`src/rtl/mshr_entry_table_if.sv`:
```
// Signal bundle between the MSHR entry table (slave) and its neighbours: the entry
// pre-allocator, the miss requester, the refill issue stage and the release path.
interface mshr_entry_table_if #(
    parameter int ENTRY_NUM      = 32,
    parameter int ENTRY_ID_WIDTH = $clog2(ENTRY_NUM),
    parameter int ADDR_WIDTH     = 40,
    parameter int TXN_ID_WIDTH   = 8
);
    logic [ENTRY_NUM-1:0]      v_free_vld;
    logic [ENTRY_NUM-1:0]      v_free_rdy;
    logic                      idx_vld;
    logic                      idx_rdy;
    logic [ENTRY_ID_WIDTH-1:0] idx;
    logic                      req_vld;
    logic                      req_rdy;
    logic [ADDR_WIDTH-1:0]     req_addr;
    logic [TXN_ID_WIDTH-1:0]   req_txn_id;
    logic                      out_vld;
    logic                      out_rdy;
    logic [ENTRY_ID_WIDTH-1:0] out_index;
    logic [ADDR_WIDTH-1:0]     out_addr;
    logic [TXN_ID_WIDTH-1:0]   out_txn_id;
    logic                      rel_vld;
    logic [ENTRY_ID_WIDTH-1:0] rel_index;
    logic                      rel_err;
    logic [ENTRY_ID_WIDTH:0]   occ_cnt;

    modport slave (
        output v_free_vld, idx_rdy, req_rdy, out_vld, out_index, out_addr, out_txn_id,
               rel_err, occ_cnt,
        input  v_free_rdy, idx_vld, idx, req_vld, req_addr, req_txn_id, out_rdy,
               rel_vld, rel_index
    );

    modport master (
        input  v_free_vld, idx_rdy, req_rdy, out_vld, out_index, out_addr, out_txn_id,
               rel_err, occ_cnt,
        output v_free_rdy, idx_vld, idx, req_vld, req_addr, req_txn_id, out_rdy,
               rel_vld, rel_index
    );
endinterface

```
`src/rtl/mshr_entry_table.sv`:
```
// MSHR per-entry status table: FREE -> RSVD (pre-allocator grant) -> ALLOC (join) -> FREE (release).
// Define MSHR_TABLE_OCC_EN to enable the registered occupancy counter on occ_cnt.
module mshr_entry_table #(
    parameter int ENTRY_NUM         = 32,
    parameter int ENTRY_ID_WIDTH    = $clog2(ENTRY_NUM),
    parameter int ADDR_WIDTH        = 40,
    parameter int LINE_OFFSET_WIDTH = 6,
    parameter int TXN_ID_WIDTH      = 8
) (
    input logic                clk,
    input logic                rst_n,
    mshr_entry_table_if.slave  bus
);
    localparam int LINE_WIDTH = ADDR_WIDTH - LINE_OFFSET_WIDTH;
    localparam int CNT_WIDTH  = ENTRY_ID_WIDTH + 1;

    typedef enum logic [1:0] {
        ST_FREE  = 2'd0,
        ST_RSVD  = 2'd1,
        ST_ALLOC = 2'd2
    } entry_state_e;

    entry_state_e            state_q [ENTRY_NUM];
    entry_state_e            state_d [ENTRY_NUM];
    logic [LINE_WIDTH-1:0]   line_q  [ENTRY_NUM];

    logic [ENTRY_NUM-1:0]    free_vec;
    logic [ENTRY_NUM-1:0]    grant_vec;
    logic [ENTRY_NUM-1:0]    match_vec;
    logic [ENTRY_NUM-1:0]    join_hit;
    logic [ENTRY_NUM-1:0]    rel_hit;
    logic [LINE_WIDTH-1:0]   req_line;
    logic                    conflict;
    logic                    can_load;
    logic                    fire;
    logic                    rel_ok;

    logic                      out_vld_q;
    logic [ENTRY_ID_WIDTH-1:0] out_index_q;
    logic [LINE_WIDTH-1:0]     out_line_q;
    logic [TXN_ID_WIDTH-1:0]   out_txn_q;

    logic unused_offset;
    assign unused_offset = ^bus.req_addr[LINE_OFFSET_WIDTH-1:0];

    assign req_line = bus.req_addr[ADDR_WIDTH-1:LINE_OFFSET_WIDTH];

    // NOTE: every vector written here gets a full default first so no latch can be inferred.
    always_comb begin
        free_vec  = '0;
        match_vec = '0;
        join_hit  = '0;
        rel_hit   = '0;
        for (int i = 0; i < ENTRY_NUM; i++) begin
            free_vec[i]  = (state_q[i] == ST_FREE);
            match_vec[i] = (state_q[i] == ST_ALLOC) && (line_q[i] == req_line);
            join_hit[i]  = (bus.idx == ENTRY_ID_WIDTH'(i));
            rel_hit[i]   = bus.rel_vld && (bus.rel_index == ENTRY_ID_WIDTH'(i))
                           && (state_q[i] == ST_ALLOC);
        end
        grant_vec = bus.v_free_rdy & free_vec;
    end

    // Conflict is taken from pre-release state, so a same-cycle release still stalls the request.
    assign conflict = |match_vec;
    assign can_load = !out_vld_q || bus.out_rdy;
    assign fire     = bus.req_vld && bus.idx_vld && can_load && !conflict;
    assign rel_ok   = |rel_hit;

    always_comb begin
        for (int i = 0; i < ENTRY_NUM; i++) begin
            state_d[i] = state_q[i];
            case (state_q[i])
                ST_FREE:  if (grant_vec[i])          state_d[i] = ST_RSVD;
                ST_RSVD:  if (fire && join_hit[i])   state_d[i] = ST_ALLOC;
                ST_ALLOC: if (rel_hit[i])            state_d[i] = ST_FREE;
                default:                             state_d[i] = ST_FREE;
            endcase
        end
    end

    // NOTE: sequential state uses non-blocking assignments so all flops update from pre-edge values.
    always_ff @(posedge clk or negedge rst_n) begin
        if (!rst_n) begin
            for (int i = 0; i < ENTRY_NUM; i++) begin
                state_q[i] <= ST_FREE;
            end
        end else begin
            for (int i = 0; i < ENTRY_NUM; i++) begin
                state_q[i] <= state_d[i];
            end
        end
    end

    // NOTE: line addresses are not reset; they are only compared while their entry is ALLOC.
    always_ff @(posedge clk) begin
        for (int i = 0; i < ENTRY_NUM; i++) begin
            if (fire && join_hit[i] && (state_q[i] == ST_RSVD)) begin
                line_q[i] <= req_line;
            end
        end
    end

    always_ff @(posedge clk or negedge rst_n) begin
        if (!rst_n) begin
            out_vld_q   <= 1'b0;
            out_index_q <= '0;
            out_line_q  <= '0;
            out_txn_q   <= '0;
        end else if (fire) begin
            out_vld_q   <= 1'b1;
            out_index_q <= bus.idx;
            out_line_q  <= req_line;
            out_txn_q   <= bus.req_txn_id;
        end else if (bus.out_rdy) begin
            out_vld_q   <= 1'b0;
        end
    end

`ifdef MSHR_TABLE_OCC_EN
    logic [CNT_WIDTH-1:0] occ_q;
    logic [CNT_WIDTH-1:0] occ_d;
    logic [CNT_WIDTH-1:0] grant_cnt;

    always_comb begin
        grant_cnt = '0;
        for (int i = 0; i < ENTRY_NUM; i++) begin
            grant_cnt = grant_cnt + CNT_WIDTH'(grant_vec[i]);
        end
        occ_d = occ_q + grant_cnt - CNT_WIDTH'(rel_ok);
    end

    always_ff @(posedge clk or negedge rst_n) begin
        if (!rst_n) begin
            occ_q <= '0;
        end else begin
            occ_q <= occ_d;
        end
    end

    assign bus.occ_cnt = occ_q;
`else
    assign bus.occ_cnt = '0;
`endif

    assign bus.v_free_vld = free_vec;
    assign bus.req_rdy    = fire;
    assign bus.idx_rdy    = fire;
    assign bus.out_vld    = out_vld_q;
    assign bus.out_index  = out_index_q;
    assign bus.out_addr   = {out_line_q, {LINE_OFFSET_WIDTH{1'b0}}};
    assign bus.out_txn_id = out_txn_q;
    assign bus.rel_err    = bus.rel_vld && !rel_ok;
endmodule

```
`src/flat_wrapper.sv`:
```
// flat-port wrapper written by rule: the top's interface ports become plain ports
module mshr_entry_table_flat 
#(
    parameter int ENTRY_NUM         = 32,
    parameter int ENTRY_ID_WIDTH    = $clog2(ENTRY_NUM),
    parameter int ADDR_WIDTH        = 40,
    parameter int LINE_OFFSET_WIDTH = 6,
    parameter int TXN_ID_WIDTH      = 8
)
  (clk, rst_n, bus_v_free_vld, bus_idx_rdy, bus_req_rdy, bus_out_vld, bus_out_index, bus_out_addr, bus_out_txn_id, bus_rel_err, bus_occ_cnt, bus_v_free_rdy, bus_idx_vld, bus_idx, bus_req_vld, bus_req_addr, bus_req_txn_id, bus_out_rdy, bus_rel_vld, bus_rel_index);
  mshr_entry_table_if #(.ENTRY_NUM(ENTRY_NUM), .ENTRY_ID_WIDTH(ENTRY_ID_WIDTH), .ADDR_WIDTH(ADDR_WIDTH), .TXN_ID_WIDTH(TXN_ID_WIDTH)) bus_i ();
  input logic clk;
  input logic rst_n;
  output wire logic [$bits(bus_i.v_free_vld)-1:0] bus_v_free_vld;
  output wire logic [$bits(bus_i.idx_rdy)-1:0] bus_idx_rdy;
  output wire logic [$bits(bus_i.req_rdy)-1:0] bus_req_rdy;
  output wire logic [$bits(bus_i.out_vld)-1:0] bus_out_vld;
  output wire logic [$bits(bus_i.out_index)-1:0] bus_out_index;
  output wire logic [$bits(bus_i.out_addr)-1:0] bus_out_addr;
  output wire logic [$bits(bus_i.out_txn_id)-1:0] bus_out_txn_id;
  output wire logic [$bits(bus_i.rel_err)-1:0] bus_rel_err;
  output wire logic [$bits(bus_i.occ_cnt)-1:0] bus_occ_cnt;
  input wire logic [$bits(bus_i.v_free_rdy)-1:0] bus_v_free_rdy;
  input wire logic [$bits(bus_i.idx_vld)-1:0] bus_idx_vld;
  input wire logic [$bits(bus_i.idx)-1:0] bus_idx;
  input wire logic [$bits(bus_i.req_vld)-1:0] bus_req_vld;
  input wire logic [$bits(bus_i.req_addr)-1:0] bus_req_addr;
  input wire logic [$bits(bus_i.req_txn_id)-1:0] bus_req_txn_id;
  input wire logic [$bits(bus_i.out_rdy)-1:0] bus_out_rdy;
  input wire logic [$bits(bus_i.rel_vld)-1:0] bus_rel_vld;
  input wire logic [$bits(bus_i.rel_index)-1:0] bus_rel_index;
  assign bus_v_free_vld = bus_i.v_free_vld;
  assign bus_idx_rdy = bus_i.idx_rdy;
  assign bus_req_rdy = bus_i.req_rdy;
  assign bus_out_vld = bus_i.out_vld;
  assign bus_out_index = bus_i.out_index;
  assign bus_out_addr = bus_i.out_addr;
  assign bus_out_txn_id = bus_i.out_txn_id;
  assign bus_rel_err = bus_i.rel_err;
  assign bus_occ_cnt = bus_i.occ_cnt;
  assign bus_i.v_free_rdy = bus_v_free_rdy;
  assign bus_i.idx_vld = bus_idx_vld;
  assign bus_i.idx = bus_idx;
  assign bus_i.req_vld = bus_req_vld;
  assign bus_i.req_addr = bus_req_addr;
  assign bus_i.req_txn_id = bus_req_txn_id;
  assign bus_i.out_rdy = bus_out_rdy;
  assign bus_i.rel_vld = bus_rel_vld;
  assign bus_i.rel_index = bus_rel_index;
  mshr_entry_table #(.ENTRY_NUM(ENTRY_NUM), .ENTRY_ID_WIDTH(ENTRY_ID_WIDTH), .ADDR_WIDTH(ADDR_WIDTH), .LINE_OFFSET_WIDTH(LINE_OFFSET_WIDTH), .TXN_ID_WIDTH(TXN_ID_WIDTH)) u_core (.clk(clk), .rst_n(rst_n), .bus(bus_i));
endmodule
```
`config.mk`:
```
export PLATFORM = sky130hd
export DESIGN_NAME = mshr_entry_table_flat
export DESIGN_NICKNAME = d
export VERILOG_FILES = /design/src/rtl/mshr_entry_table_if.sv /design/src/rtl/mshr_entry_table.sv /design/src/flat_wrapper.sv
export SDC_FILE = /design/constraint.sdc
export NUM_CORES = 2
export LEC_CHECK = 0
export CORE_MARGIN = 1
export CORE_UTILIZATION = 35
export DETAILED_ROUTE_END_ITERATION = 10
export SYNTH_ARGS = -nofsm -noshare
export SYNTH_HDL_FRONTEND = slang
export SYNTH_SLANG_ARGS = --single-unit
```
`constraint.sdc`:
```
create_clock -name clk -period 5.2 [get_ports clk]
set_input_delay 0.78 -clock clk [delete_from_list [all_inputs] [get_ports clk]]
set_output_delay 0.78 -clock clk [all_outputs]
set_load 0.01 [all_outputs]
```
==> impl_results.md <==
* Sequential share of the synthesized area at 0.6856
* Endpoints failing setup at 0
* Dpl hpwl at 89.42 mm
* CP Class: input port to output port
* Final Wtd Congestion at 0.8527
* Sw power at 4.616 mW
* Share of the core filled with cells at 0.4170
* Core area at 0.1463 mm2
* Area leader, netlist: edfxtp_1
* Largest net degree at the start of global routing at 70
* Vias per std cell at 5.045
* Die Ht at 386.5 um
* Count of cell types in the netlist at 50
* Inst Count DP at 5413
* Fmax at 210.9 MHz
* Pint at 15.85 mW
* Wirelength per Cell at 24.32 um
* First-pass GRT wire length at 200.0 mm
* Syn Std Cell Area at 0.05174 mm2
* Min-delay src: bus_req_addr[13]
* RSZ-0062 raised after global routing: no
* I/O pin count at 191
* Die W at 386.5 um
* Num rows at 140
* Power share of the combinational group at 0.078
* Post-synthesis cell count at 3290
* Power share of the sequential group at 0.522
* Nets at 3712
* Die area at 0.1494 mm2
* Nature of the critical path startpoint: input port
* GRT overflow at 0
* Worst Setup End Kind: output port
* Fraction of layout cells with a size suffix above 1 at 0.1455
* Worst min path class: input port to flop
* Initial antenna violation count at 8
* Share of the synthesized area in the top cell type at 0.6314
* Worst Max-Slew Pin Slew at 1.036 ns
* Total Wirelength at 136.9 mm
* DR pass1 iterations at 5
* Leakage at 19.50 nW
* Port bufs at 172
* Clk_lat worst skew at 0.73 ns
* Status: complete, no violations
* CTS H-tree lvls at 3
* Maximum vdd drop at 264.2 uV
* Fill cells at 13200
* Total CTS buffers at 117
* Top post-synthesis cells by area: edfxtp_1, xnor2_1, xor2_1, dfrtp_1, nand4_1
* Post-Syn Area per Cell at 15.73 um2
* Fin cells at 5631
* Min-Delay Endpoint: u_core.line_q[1][177]
* Commonest non-fill, non-tap cell in the layout: edfxtp_1
* Worst Hold Depth at 1
* Fin. Hold Viols at 0
* Clock sinks at 1200
* Via count at 28410
* Area delta synth->final at 17.89%
* Ys flop type: edfxtp_1
* Clk root buf: clkbuf_16
* Pwr dens at 335.5 mW/mm2
* Fin Setup TNS at 0 ns
* Final Critical Period at 4.742 ns
* Worst rel slew slack at 0.3092
* Max Cap Viol at 0
* Detailed Route Iter0 Violations at 2535
* Crit Reg-Reg Endpoint: u_core.line_q[0][374]
* Number of flops mapped to enable cells by yosys at 1088
* WP data arrival at 3.96 ns
* FF+latch count, synth at 1200
* Residual DRC at 0
* R2R cell count at 10
* Critical Path RT at 4.42 ns
* Clock skew at 0.03136 ns
* GRT Util Overall at 0.1815
* R2r startpoint: u_core.state_q[61]
* Starting density of the core at 0.3537
* Vias in the first global route at 27800
* Clock share of power at 0.400
* Period utilization at 0.9119
* Post-route ant nets at 0
* Most frequent cells in the layout: edfxtp_1, xnor2_1, xor2_1, buf_4, nand4_1
* Highest net fanout along the worst path at 11
* Async SR Flop Fraction at 0.09333
* CTS Buffer Depth at 3
* Sw Ratio at 0.2255
* Clock transition at the registers of the reported paths at 0.05 ns
* CTS tree: built
* Pins Over Slew Limit at 0
* R2r setup slk at 1.37 ns
* Synth warnings at 0
## sequential cells by signal (all words and copies together), names as in the netlist
register	cells
u_core.out_line_q	34
u_core.state_q	64
u_core.bus.out_txn_id	8
u_core.bus.out_index	5
u_core.line_q	1088
u_core.bus.out_vld	1
## cell usage after synthesis (4+ instances only)
master and count:
and3_1 5, inv_1 9, xnor2_1 630, nand2b_1 4, dfrtp_1 112, buf_2 56, nand3_1 34, o41ai_2 32
a31oi_1 15, edfxtp_1 1088, o21ai_0 34, mux2_1 4, o41ai_1 4, nand4_1 186, buf_4 111, xor2_1 455
nor2b_1 35, a311oi_1 21, buf_6 23, or4_1 16, nor2_1 60, nor3_1 29, clkbuf_1 14, nor4_1 155
and4_1 4, buf_1 7, mux2_2 43, o21bai_1 11, nor3b_1 12, nand2_1 46
## worst max-delay path: stages
cell,delay (ns)
clkdlybuf4s50_1,0.52
nor2b_1,0.29
and2_1,0.22
a2111oi_0,0.41
o21ai_0,0.12
or4_1,0.46
a2111oi_0,0.43
buf_4,0.20
clkdlybuf4s50_1,0.52
## stage by stage
| step | worst slack (ns) | total power, mW | cell area [um2] | hold slack (ns) |
|---|---|---|---|---|
| floorplan | -1.305 | 11.68 | 51780 | 0.4743 |
| global placement | 0.4528 | 12.48 | 57360 | 0.4731 |
| global route | 0.2761 | 21.10 | 60990 | 0.3391 |
| CTS | 0.4046 | 20.66 | 60990 | 0.3199 |
| detailed placement | 0.4233 | 12.50 | 57360 | 0.4859 |
| finish | 0.4579 | 20.46 | 61000 | 0.3576 |
## area by class of cell
cell class,instances,area [um2],area share
clock inverter,64,509.2,0.008348
antenna,2,5.005,0.00008205
multi-input combinational,1878,14990,0.2457
clock buffer,151,3118,0.05112
timing repair buffer,410,4474,0.07335
inverter,9,33.78,0.0005538
tap,1917,2399,0.03932
sequential,1200,35470,0.5816
## what timing repair did
item                      CTS  global route
gates resized for setup     0             0
setup buffers               0             0
hold endpoints to repair   24             0
hold buffers                1             0
## power groups by stage
stage          clock (mW)  combinational [mW]  sequential, mW
2_1_floorplan           0               0.764            10.9
3_3_place_gp            0                1.60            10.9
3_5_place_dp            0                1.62            10.9
4_1_cts              8.36                1.62            10.7
5_1_grt              8.71                1.71            10.7
6_report             8.19                1.60            10.7
## worst max-delay path by stage
stage | start | endpoint | slack [ns] | cells after the start
3_3_place_gp | bus_req_addr[23] | u_core.line_q[0][402] | 0.45 | 13
5_1_grt | bus_rel_vld | bus_rel_err | 0.28 | 9
6_report | bus_rel_vld | bus_rel_err | 0.46 | 9
3_5_place_dp | bus_req_addr[23] | u_core.line_q[0][374] | 0.42 | 13
4_1_cts | u_core.state_q[19] | bus_req_rdy | 0.40 | 10
2_1_floorplan | bus_req_addr[23] | u_core.line_q[0][238] | -1.30 | 13
## cells by family (layout without fill, tap and decap cells)
| group | after synthesis | in the layout | synth area share |
|---|---|---|---|
| AOI/OAI and AO/OA | 136 | 136 | 0.02380 |
| xor gates and xnor gates | 1085 | 1085 | 0.1837 |
| buffers and inverters | 223 | 634 | 0.02957 |
| DFF | 1200 | 1200 | 0.6856 |
| muxes | 47 | 47 | 0.01023 |
| other | 1 | 14 | 0.00007248 |
| and+or+nand+nor | 598 | 598 | 0.06706 |
## layer usage
layer / wire, um / track usage / share of wire
met3: 6377 / 0.02155 / 0.047
met1: 63690 / 0.2600 / 0.47
met4: 2301 / 0.04332 / 0.017
met5: 12 / 0 / 0.000088
met2: 64550 / 0.2932 / 0.47
(Power assumes the default switching activity.)
